[src/rtl/uart_tx_arbiter.sv]
// uart_tx_arbiter: shares one 8-bit UART transmitter between NUM_REQ requesters.
// Each granted byte is handed to the UART with txStart, acknowledged once the
// UART reports busy, and retired when the UART reports done.
// A START phase that never sees txBusy is abandoned after START_TIMEOUT cycles.
// Optional macro UART_TX_ARB_ROUND_ROBIN_EN switches to round-robin selection.
// Without it, selection is fixed priority and the lowest index wins.
//
// state     | meaning
// ----------+-----------------------------------------------------------
// IDLE      | no owner; picks a winner when en=1 and any req is high
// START     | txStart high, waiting for the UART to report txBusy
// WAIT_DONE | byte accepted, waiting for txDone; en=0 does not abort

module uart_tx_arbiter #(
   parameter int NUM_REQ       = 4,
   parameter int START_TIMEOUT = 255
) (
   input  logic                 clk,
   input  logic                 reset,
   input  logic                 en,
   input  logic [NUM_REQ-1:0]   req,
   input  logic [8*NUM_REQ-1:0] reqData,
   output logic [NUM_REQ-1:0]   grant,
   output logic [NUM_REQ-1:0]   ack,
   output logic [NUM_REQ-1:0]   done,
   output logic                 startErr,
   output logic                 busy,
   output logic                 txEn,
   output logic                 txStart,
   output logic [7:0]           txIn,
   input  logic                 txBusy,
   input  logic                 txDone
);

   localparam int          IDX_W    = (NUM_REQ > 1) ? $clog2(NUM_REQ) : 1;
   localparam logic [15:0] TMO_LAST = 16'(START_TIMEOUT - 1);

   typedef enum logic [1:0] {
      S_IDLE      = 2'd0,
      S_START     = 2'd1,
      S_WAIT_DONE = 2'd2
   } state_t;

   state_t               state_q, state_d;
   logic [NUM_REQ-1:0]   grant_q, grant_d;
   logic [NUM_REQ-1:0]   ack_q, ack_d;
   logic [NUM_REQ-1:0]   done_q, done_d;
   logic                 start_err_q, start_err_d;
   logic                 busy_q, busy_d;
   logic                 tx_en_q, tx_en_d;
   logic                 tx_start_q, tx_start_d;
   logic [7:0]           tx_in_q, tx_in_d;
   logic [15:0]          tmo_q, tmo_d;

   logic                 win_found;
   logic [NUM_REQ-1:0]   win_oh;
   logic [7:0]           win_data;

`ifdef UART_TX_ARB_ROUND_ROBIN_EN
   logic [IDX_W-1:0]     ptr_q, ptr_d;
   logic [IDX_W-1:0]     win_q, win_d;
   logic [IDX_W-1:0]     win_idx, hi_idx, lo_idx;
   logic                 hi_found, lo_found;

   // Round-robin pick: lowest asserted index at or above the pointer, else wrap to the lowest overall.
   always_comb begin
      hi_found = 1'b0;
      lo_found = 1'b0;
      hi_idx   = '0;
      lo_idx   = '0;
      for (int i = 0; i < NUM_REQ; i++) begin
         if (req[i] && !lo_found) begin
            lo_found = 1'b1;
            lo_idx   = IDX_W'(i);
         end
         if (req[i] && !hi_found && (IDX_W'(i) >= ptr_q)) begin
            hi_found = 1'b1;
            hi_idx   = IDX_W'(i);
         end
      end
      win_found = lo_found;
      win_idx   = hi_found ? hi_idx : lo_idx;
      win_oh    = '0;
      win_data  = 8'h00;
      for (int i = 0; i < NUM_REQ; i++) begin
         if (IDX_W'(i) == win_idx) begin
            win_oh[i] = win_found;
            win_data  = reqData[8*i +: 8];
         end
      end
   end

   // Remember the winner's index; advance the pointer past it only when its byte completes.
   always_comb begin
      win_d = win_q;
      ptr_d = ptr_q;
      if (state_q == S_IDLE && en && win_found) begin
         win_d = win_idx;
      end
      if (state_q == S_WAIT_DONE && !txBusy && txDone) begin
         ptr_d = (win_q == IDX_W'(NUM_REQ - 1)) ? '0 : win_q + 1'b1;
      end
   end

   // Pointer and winner index registers.
   always_ff @(posedge clk or posedge reset) begin
      if (reset) begin
         ptr_q <= '0;
         win_q <= '0;
      end else begin
         ptr_q <= ptr_d;
         win_q <= win_d;
      end
   end
`else
   // Fixed priority pick: the lowest asserted index wins.
   always_comb begin
      win_found = 1'b0;
      win_oh    = '0;
      win_data  = 8'h00;
      for (int i = 0; i < NUM_REQ; i++) begin
         if (req[i] && !win_found) begin
            win_found = 1'b1;
            win_oh[i] = 1'b1;
            win_data  = reqData[8*i +: 8];
         end
      end
   end
`endif

   // Next-state and registered-output logic; pulses default low, the owner and byte hold.
   always_comb begin
      state_d     = state_q;
      grant_d     = grant_q;
      ack_d       = '0;
      done_d      = '0;
      start_err_d = 1'b0;
      tx_start_d  = tx_start_q;
      tx_in_d     = tx_in_q;
      tmo_d       = tmo_q;

      unique case (state_q)
         S_IDLE: begin
            tx_start_d = 1'b0;
            grant_d    = '0;
            if (en && win_found) begin
               state_d    = S_START;
               grant_d    = win_oh;
               tx_in_d    = win_data;
               tx_start_d = 1'b1;
               tmo_d      = 16'd0;
            end
         end
         S_START: begin
            tmo_d = (tmo_q == 16'hFFFF) ? tmo_q : tmo_q + 16'd1;
            if (!en) begin
               state_d    = S_IDLE;
               grant_d    = '0;
               tx_start_d = 1'b0;
            end else if (txBusy) begin
               state_d    = S_WAIT_DONE;
               tx_start_d = 1'b0;
               ack_d      = grant_q;
            end else if (tmo_q >= TMO_LAST) begin
               state_d     = S_IDLE;
               grant_d     = '0;
               tx_start_d  = 1'b0;
               start_err_d = 1'b1;
            end
         end
         S_WAIT_DONE: begin
            tx_start_d = 1'b0;
            if (!txBusy && txDone) begin
               state_d = S_IDLE;
               grant_d = '0;
               done_d  = grant_q;
            end
         end
         default: begin
            state_d    = S_IDLE;
            grant_d    = '0;
            tx_start_d = 1'b0;
         end
      endcase

      busy_d  = (state_d != S_IDLE);
      tx_en_d = en | (state_d == S_WAIT_DONE);
   end

   // State and output registers; reset clears everything at once.
   always_ff @(posedge clk or posedge reset) begin
      if (reset) begin
         state_q     <= S_IDLE;
         grant_q     <= '0;
         ack_q       <= '0;
         done_q      <= '0;
         start_err_q <= 1'b0;
         busy_q      <= 1'b0;
         tx_en_q     <= 1'b0;
         tx_start_q  <= 1'b0;
         tx_in_q     <= 8'h00;
         tmo_q       <= 16'd0;
      end else begin
         state_q     <= state_d;
         grant_q     <= grant_d;
         ack_q       <= ack_d;
         done_q      <= done_d;
         start_err_q <= start_err_d;
         busy_q      <= busy_d;
         tx_en_q     <= tx_en_d;
         tx_start_q  <= tx_start_d;
         tx_in_q     <= tx_in_d;
         tmo_q       <= tmo_d;
      end
   end

   assign grant    = grant_q;
   assign ack      = ack_q;
   assign done     = done_q;
   assign startErr = start_err_q;
   assign busy     = busy_q;
   assign txEn     = tx_en_q;
   assign txStart  = tx_start_q;
   assign txIn     = tx_in_q;

endmodule

[config.mk]
export PLATFORM = sky130hd
export DESIGN_NAME = uart_tx_arbiter
export DESIGN_NICKNAME = d
export VERILOG_FILES = /design/src/rtl/uart_tx_arbiter.sv
export SDC_FILE = /design/constraint.sdc
export NUM_CORES = 1
export LEC_CHECK = 0
export CORE_MARGIN = 2
export CORE_UTILIZATION = 46
export CTS_CLUSTER_SIZE = 8
export DETAILED_ROUTE_END_ITERATION = 12
export PLACE_DENSITY = 0.79
export SLEW_MARGIN = 20
export SYNTH_ARGS = -nofsm -noshare
export SYNTH_HDL_FRONTEND = slang
export SYNTH_SLANG_ARGS = --single-unit
[constraint.sdc]
create_clock -name clk -period 2.4 [get_ports clk]
set_input_delay 0.36 -clock clk [delete_from_list [all_inputs] [get_ports clk]]
set_output_delay 0.36 -clock clk [all_outputs]
set_load 0.02 [all_outputs]
# After elaboration in Yosys (flattened, before gate mapping)
# Index checks and enable logic that the tools add are counted.
[totals]
reg_bits = 42
in_bits = 41
out_inout_bits = 24
[op_classes]
n_addsub = 1
magnitude_cmp = 1
n_eq_ne = 10
mux = 40
bitwise_logic = 1
reduce_logical = 15
[op_table]
columns = ["op", "n"]
rows = [
  ["$mux 4", 10],
  ["$mux 16", 2],
  ["$mux 8", 4],
  ["$pmux 16 s2", 1],
  ["$add 16x1->16 const B", 1],
  ["$eq 16x16->1 const B", 1],
  ["$ge 16x8->1 const B", 1],
  ["$mux 1", 15],
  ["$pmux 4 s3", 1],
  ["$mux 2", 5],
  ["$ne 2x2->1 const B", 3],
  ["$ne 3x3->1 const B", 2],
  ["$pmux 2 s3", 1],
  ["$reduce_and 3->1", 2],
  ["$logic_and 1x1->1", 5],
  ["$eq 2x2->1 const B", 2],
  ["$logic_not 1->1", 4],
  ["$ne 4x4->1 const B", 1],
  ["$reduce_bool 2->1", 2],
  ["$eq 2x1->1 const B", 1],
  ["$logic_not 2->1", 1],
  ["$pmux 1 s2", 1],
  ["$reduce_and 2->1", 1],
  ["$or 1x1->1", 1],
]

# Longest topological paths before layout
[logic_depth]
ltp_word = 15
mapped_depth = 7

# Worst setup path after synthesis
# OpenSTA, ideal clock, no wires.
[synth_timing]
path_kind = "input-to-reg"
from = "input req[2]"
to = "register tmo_q[10]"
arrival_ps = 1748
path_slack_ps = 586
stages = 5
n_path_buf = 1
cell_sequence = "or4_4 and3_1 buf_6 or4_1 nand2_1"
[synth_via]
elab_chain_cells = 8
[synth_rtl]
columns = ["item", "line", "text"]
rows = [
  ["from (decl)", "21", "input logic [NUM_REQ-1:0] req,"],
  ["$logic_and 1x1->1 (*)", "122", "if (req[i] && !win_found) begin"],
  ["$mux 1 (*)", "122", ""],
  ["$logic_not 1->1", "122", ""],
  ["$logic_and 1x1->1", "122", ""],
  ["$mux 1 (*)", "122", ""],
  ["$logic_and 1x1->1 (*)", "146", "if (en && win_found) begin"],
  ["$ne 2x2->1 (no line) (*)", "--", ""],
  ["$reduce_and 3->1 (no line) (*)", "--", ""],
  ["to (signal assigned)", "213", "tmo_q <= tmo_d;"],
  ["to (decl)", "53", "logic [15:0] tmo_q, tmo_d;"],
]
# Mark *: on every way between the ends. The rest lies on a longest branch, timed or not.
# A chain may end at the register's enable or synchronous reset.

# Worst setup path after layout
[layout_timing]
from = "input req[2]"
to = "register state_q[0]"
[layout_via]
elab_chain_cells = 8
[layout_rtl]
columns = ["item", "line", "text"]
rows = [
  ["$logic_and 1x1->1 (*)", "122", ""],
  ["$mux 1 (*)", "122", ""],
  ["$logic_not 1->1", "122", ""],
  ["$logic_and 1x1->1", "122", ""],
  ["$mux 1 (*)", "122", ""],
  ["$logic_and 1x1->1 (*)", "146", ""],
  ["$mux 2 (*)", "146", ""],
  ["$pmux 2 s3 (*)", "142", "unique case (state_q)"],
  ["net state_d[0]", "44", "state_t state_q, state_d;"],
  ["to (signal assigned)", "204", "state_q <= state_d;"],
  ["to (decl)", "44", ""],
]
# Mark *: on every way through the listed nets, which the timed path passes. The rest lies on a longest branch.

==> impl_metrics.json <==
{
  "finalSetupViolations": 0,
  "worst_ir_drop_vdd_uv": 618,
  "synth_edf_count": 0,
  "die_h_um": 71.4,
  "placedCellCount": 330,
  "tns_ns": 0,
  "path_cells": "clkdlybuf4s50_1, or4_4, and3_1, buf_4, or2_2",
  "worstPathMaxFanout": 21,
  "cts_root_buffer": "clkbuf_8",
  "drtIter0Drc": 130,
  "antenna_cells": 0,
  "intPower_mw": 1.44,
  "drt_wl_total_mm": 5.36,
  "r2r-start": "tmo_q[1]",
  "fin_crit_ns": 2.05,
  "end_kind": "flip-flop",
  "multi_input_area_um2": 965,
  "crit_type": "in -> reg",
  "switching_share": 0.348,
  "skew_ns": 0.00503,
  "pin_count": 65,
  "critPathSlowestCell": "or4_4",
  "clkPwrFrac": 0.214,
  "ys.flop_type": "dfrtp_1",
  "dp_slack_ns": 0.0475,
  "regToRegSetupSlack_ns": 0.37,
  "dpl.hpwl_mm": 3.86,
  "hold_viol_final": 0,
  "max_slew_margin": 0.598,
  "first_pass_iters": 4,
  "cts_inserted_buffers": 5,
  "ctsHoldBuffers": 0,
  "antenna_found_initial": 0,
  "fin_area_mm2": 0.00290,
  "p_leak_nw": 1.23,
  "n_fill_cell": 360,
  "worstMarginPinSlew_ns": 0.600,
  "cp-start-kind": "input port",
  "p_seq_frac": 0.425,
  "utilization": 0.666,
  "cp.required_ns": 2.58,
  "rr_endpoint": "tmo_q[4]",
  "track_usage": 0.220,
  "p_sw_mw": 0.767,
  "yosysTopAreaCellShare": 0.504,
  "p_total_mw": 2.21,
  "regArea_mm2": 0.00105,
  "synthesis.nets": 259,
  "synthesis.instances": 216,
  "max_stage_delay_ns": 0.57,
  "power_density_mw_per_mm2": 761,
  "io_buffers": 64,
  "drive_gt1_frac": 0.0769,
  "status": "finished clean",
  "synth.area.top_cells": "dfrtp_1, a21oi_1, nand2_1",
  "drc_errors": 0,
  "die-width_um": 71.4,
  "hold_ws_ns": 0.487,
  "clk_latency_ns": 0.29,
  "gp_congestion": 0.838,
  "ys_seq_area_frac": 0.504,
  "post_cts_buffers": 0,
  "vias": 1922,
  "grt_max_degree": 43,
  "slew_viol_final": 0,
  "critPathBufInv": 2,
  "period_share": 0.856,
  "final_cells": 338,
  "max_freq_ghz": 0.487,
  "cts_resized": 0,
  "coreArea_mm2": 0.00435,
  "rsz0062_at_grt": "no",
  "grt_pass1_wl_mm": 8.91,
  "dieArea_mm2": 0.00509,
  "clk_pin_slew_ns": 0.08,
  "rows": 24,
  "synth-seq-cells": 42,
  "hp-class": "in -> async",
  "cp_top_family": "simple AND/OR/NAND/NOR gates",
  "cts_tree": "built",
  "avgViaCountPerCell": 5.69,
  "synth.cell_area_mm2": 0.00209,
  "maxCapViolations": 0,
  "setup_slack_ns": 0.345,
  "reg2regPathDepth": 6,
  "initial_core_util": 0.479,
  "ys_warn_count": 0,
  "synth_top_cell_by_area": "dfrtp_1",
  "cts.path.max_buffers": 2,
  "syn_to_final_growth_pct": 38.9,
  "synth-async-reset-ratio": 1.00,
  "cp.arrival_ns": 2.23,
  "fin_nets": 328,
  "synth_cell_types": 39,
  "grt_pass1_vias": 1902,
  "syn_area_per_cell_um2": 9.66,
  "drtAntennaViolNets": 0,
  "h-tree-depth": 2,
  "placed_area_mm2": 0.00280,
  "power_frac_comb": 0.361,
  "wl_per_cell_um": 15.9,
  "grt_overflow": 0,
  "cts_sinks": 42
}
-- synthesized netlist by cell type, types with 2 or more instances --
| library cell | instances |
|---|---|
| nand3b_1 | 9 |
| and4_1 | 2 |
| clkbuf_1 | 8 |
| or3_1 | 4 |
| o21ai_0 | 6 |
| a22o_1 | 2 |
| o211ai_1 | 3 |
| nand2_1 | 22 |
| nor3b_1 | 2 |
| xnor2_1 | 7 |
| a211oi_1 | 4 |
| inv_1 | 6 |
| ha_1 | 2 |
| a21oi_1 | 20 |
| nand3_1 | 6 |
| a221oi_1 | 8 |
| a21o_1 | 2 |
| a32o_1 | 2 |
| nand2b_1 | 3 |
| or4_1 | 3 |
| nor2b_1 | 2 |
| nor3_1 | 2 |
| and3_1 | 5 |
| and2_1 | 4 |
| nor2_1 | 21 |
| dfrtp_1 | 42 |
| nand4_1 | 4 |
| nor4_1 | 4 |
-- kinds of logic after synthesis --
family / share of synthesized area
simple gates: 0.258
xor+xnor: 0.0336
compound gates: 0.159
buf+inv: 0.0342
flops: 0.504
fa+ha+maj: 0.0120
-- area by class of cell --
cell class                 count  area share
clock buffer                   6      0.0285
timing repair buffer          72       0.242
multi-input combinational    158       0.333
clock inverter                 2     0.00432
tap                           52      0.0224
inverter                       6     0.00777
sequential                    42       0.363
-- routing by layer --
layer	vias up	share of wire	GRT usage
li1	917	-	-
met1	940	0.43	0.284
met2	61	0.51	0.383
met3	4	0.048	0.0492
met4	0	0.0069	0.0461
met5	-	0	0
-- cell usage in the layout, fill, tap and decap left out, types with 7 or more instances in the layout --
cell type and instances:
buf_4 8, a221oi_1 8, nor2_1 21, a21oi_1 20, dfrtp_1 42, clkdlybuf4s50_1 64
nand3b_1 9, xnor2_1 7, nand2_1 22
-- how the worst max path moves through the flow --
| stage | startpoint | end | slack [ns] | cells past startpoint |
|---|---|---|---|---|
| after global routing | tmo_q[0] | tmo_q[4] | 0.22 | 6 |
| final | req[2] | state_q[0] | 0.35 | 5 |
| after detailed placement | req[2] | state_q[0] | 0.05 | 5 |
| after CTS | req[2] | state_q[0] | 0.35 | 5 |
| after floorplan | req[2] | tmo_q[10] | 0.59 | 5 |
| after global placement | req[2] | state_q[0] | 0.09 | 5 |
-- worst min-delay path, stage by stage --
cell and delay, ns:
clkdlybuf4s50_1 0.39, inv_1 0.05, buf_4 0.43
-- flip-flops by register name, indices dropped and copies added (netlist names), 2 cells and up --
signal / cells
tmo_q: 16
done: 4
ack: 4
grant: 4
state_q: 2
txIn: 8
-- power by group through the flow --
stage	Sequential [mW]	Clock (mW)	Combinational (mW)
final	0.938	0.471	0.796
after global routing	0.957	0.516	0.866
after global placement	0.945	0	0.779
after CTS	0.937	0.486	0.800
after detailed placement	0.947	0	0.795
after floorplan	1.06	0	0.305
Power figures use the tool's default switching activity.
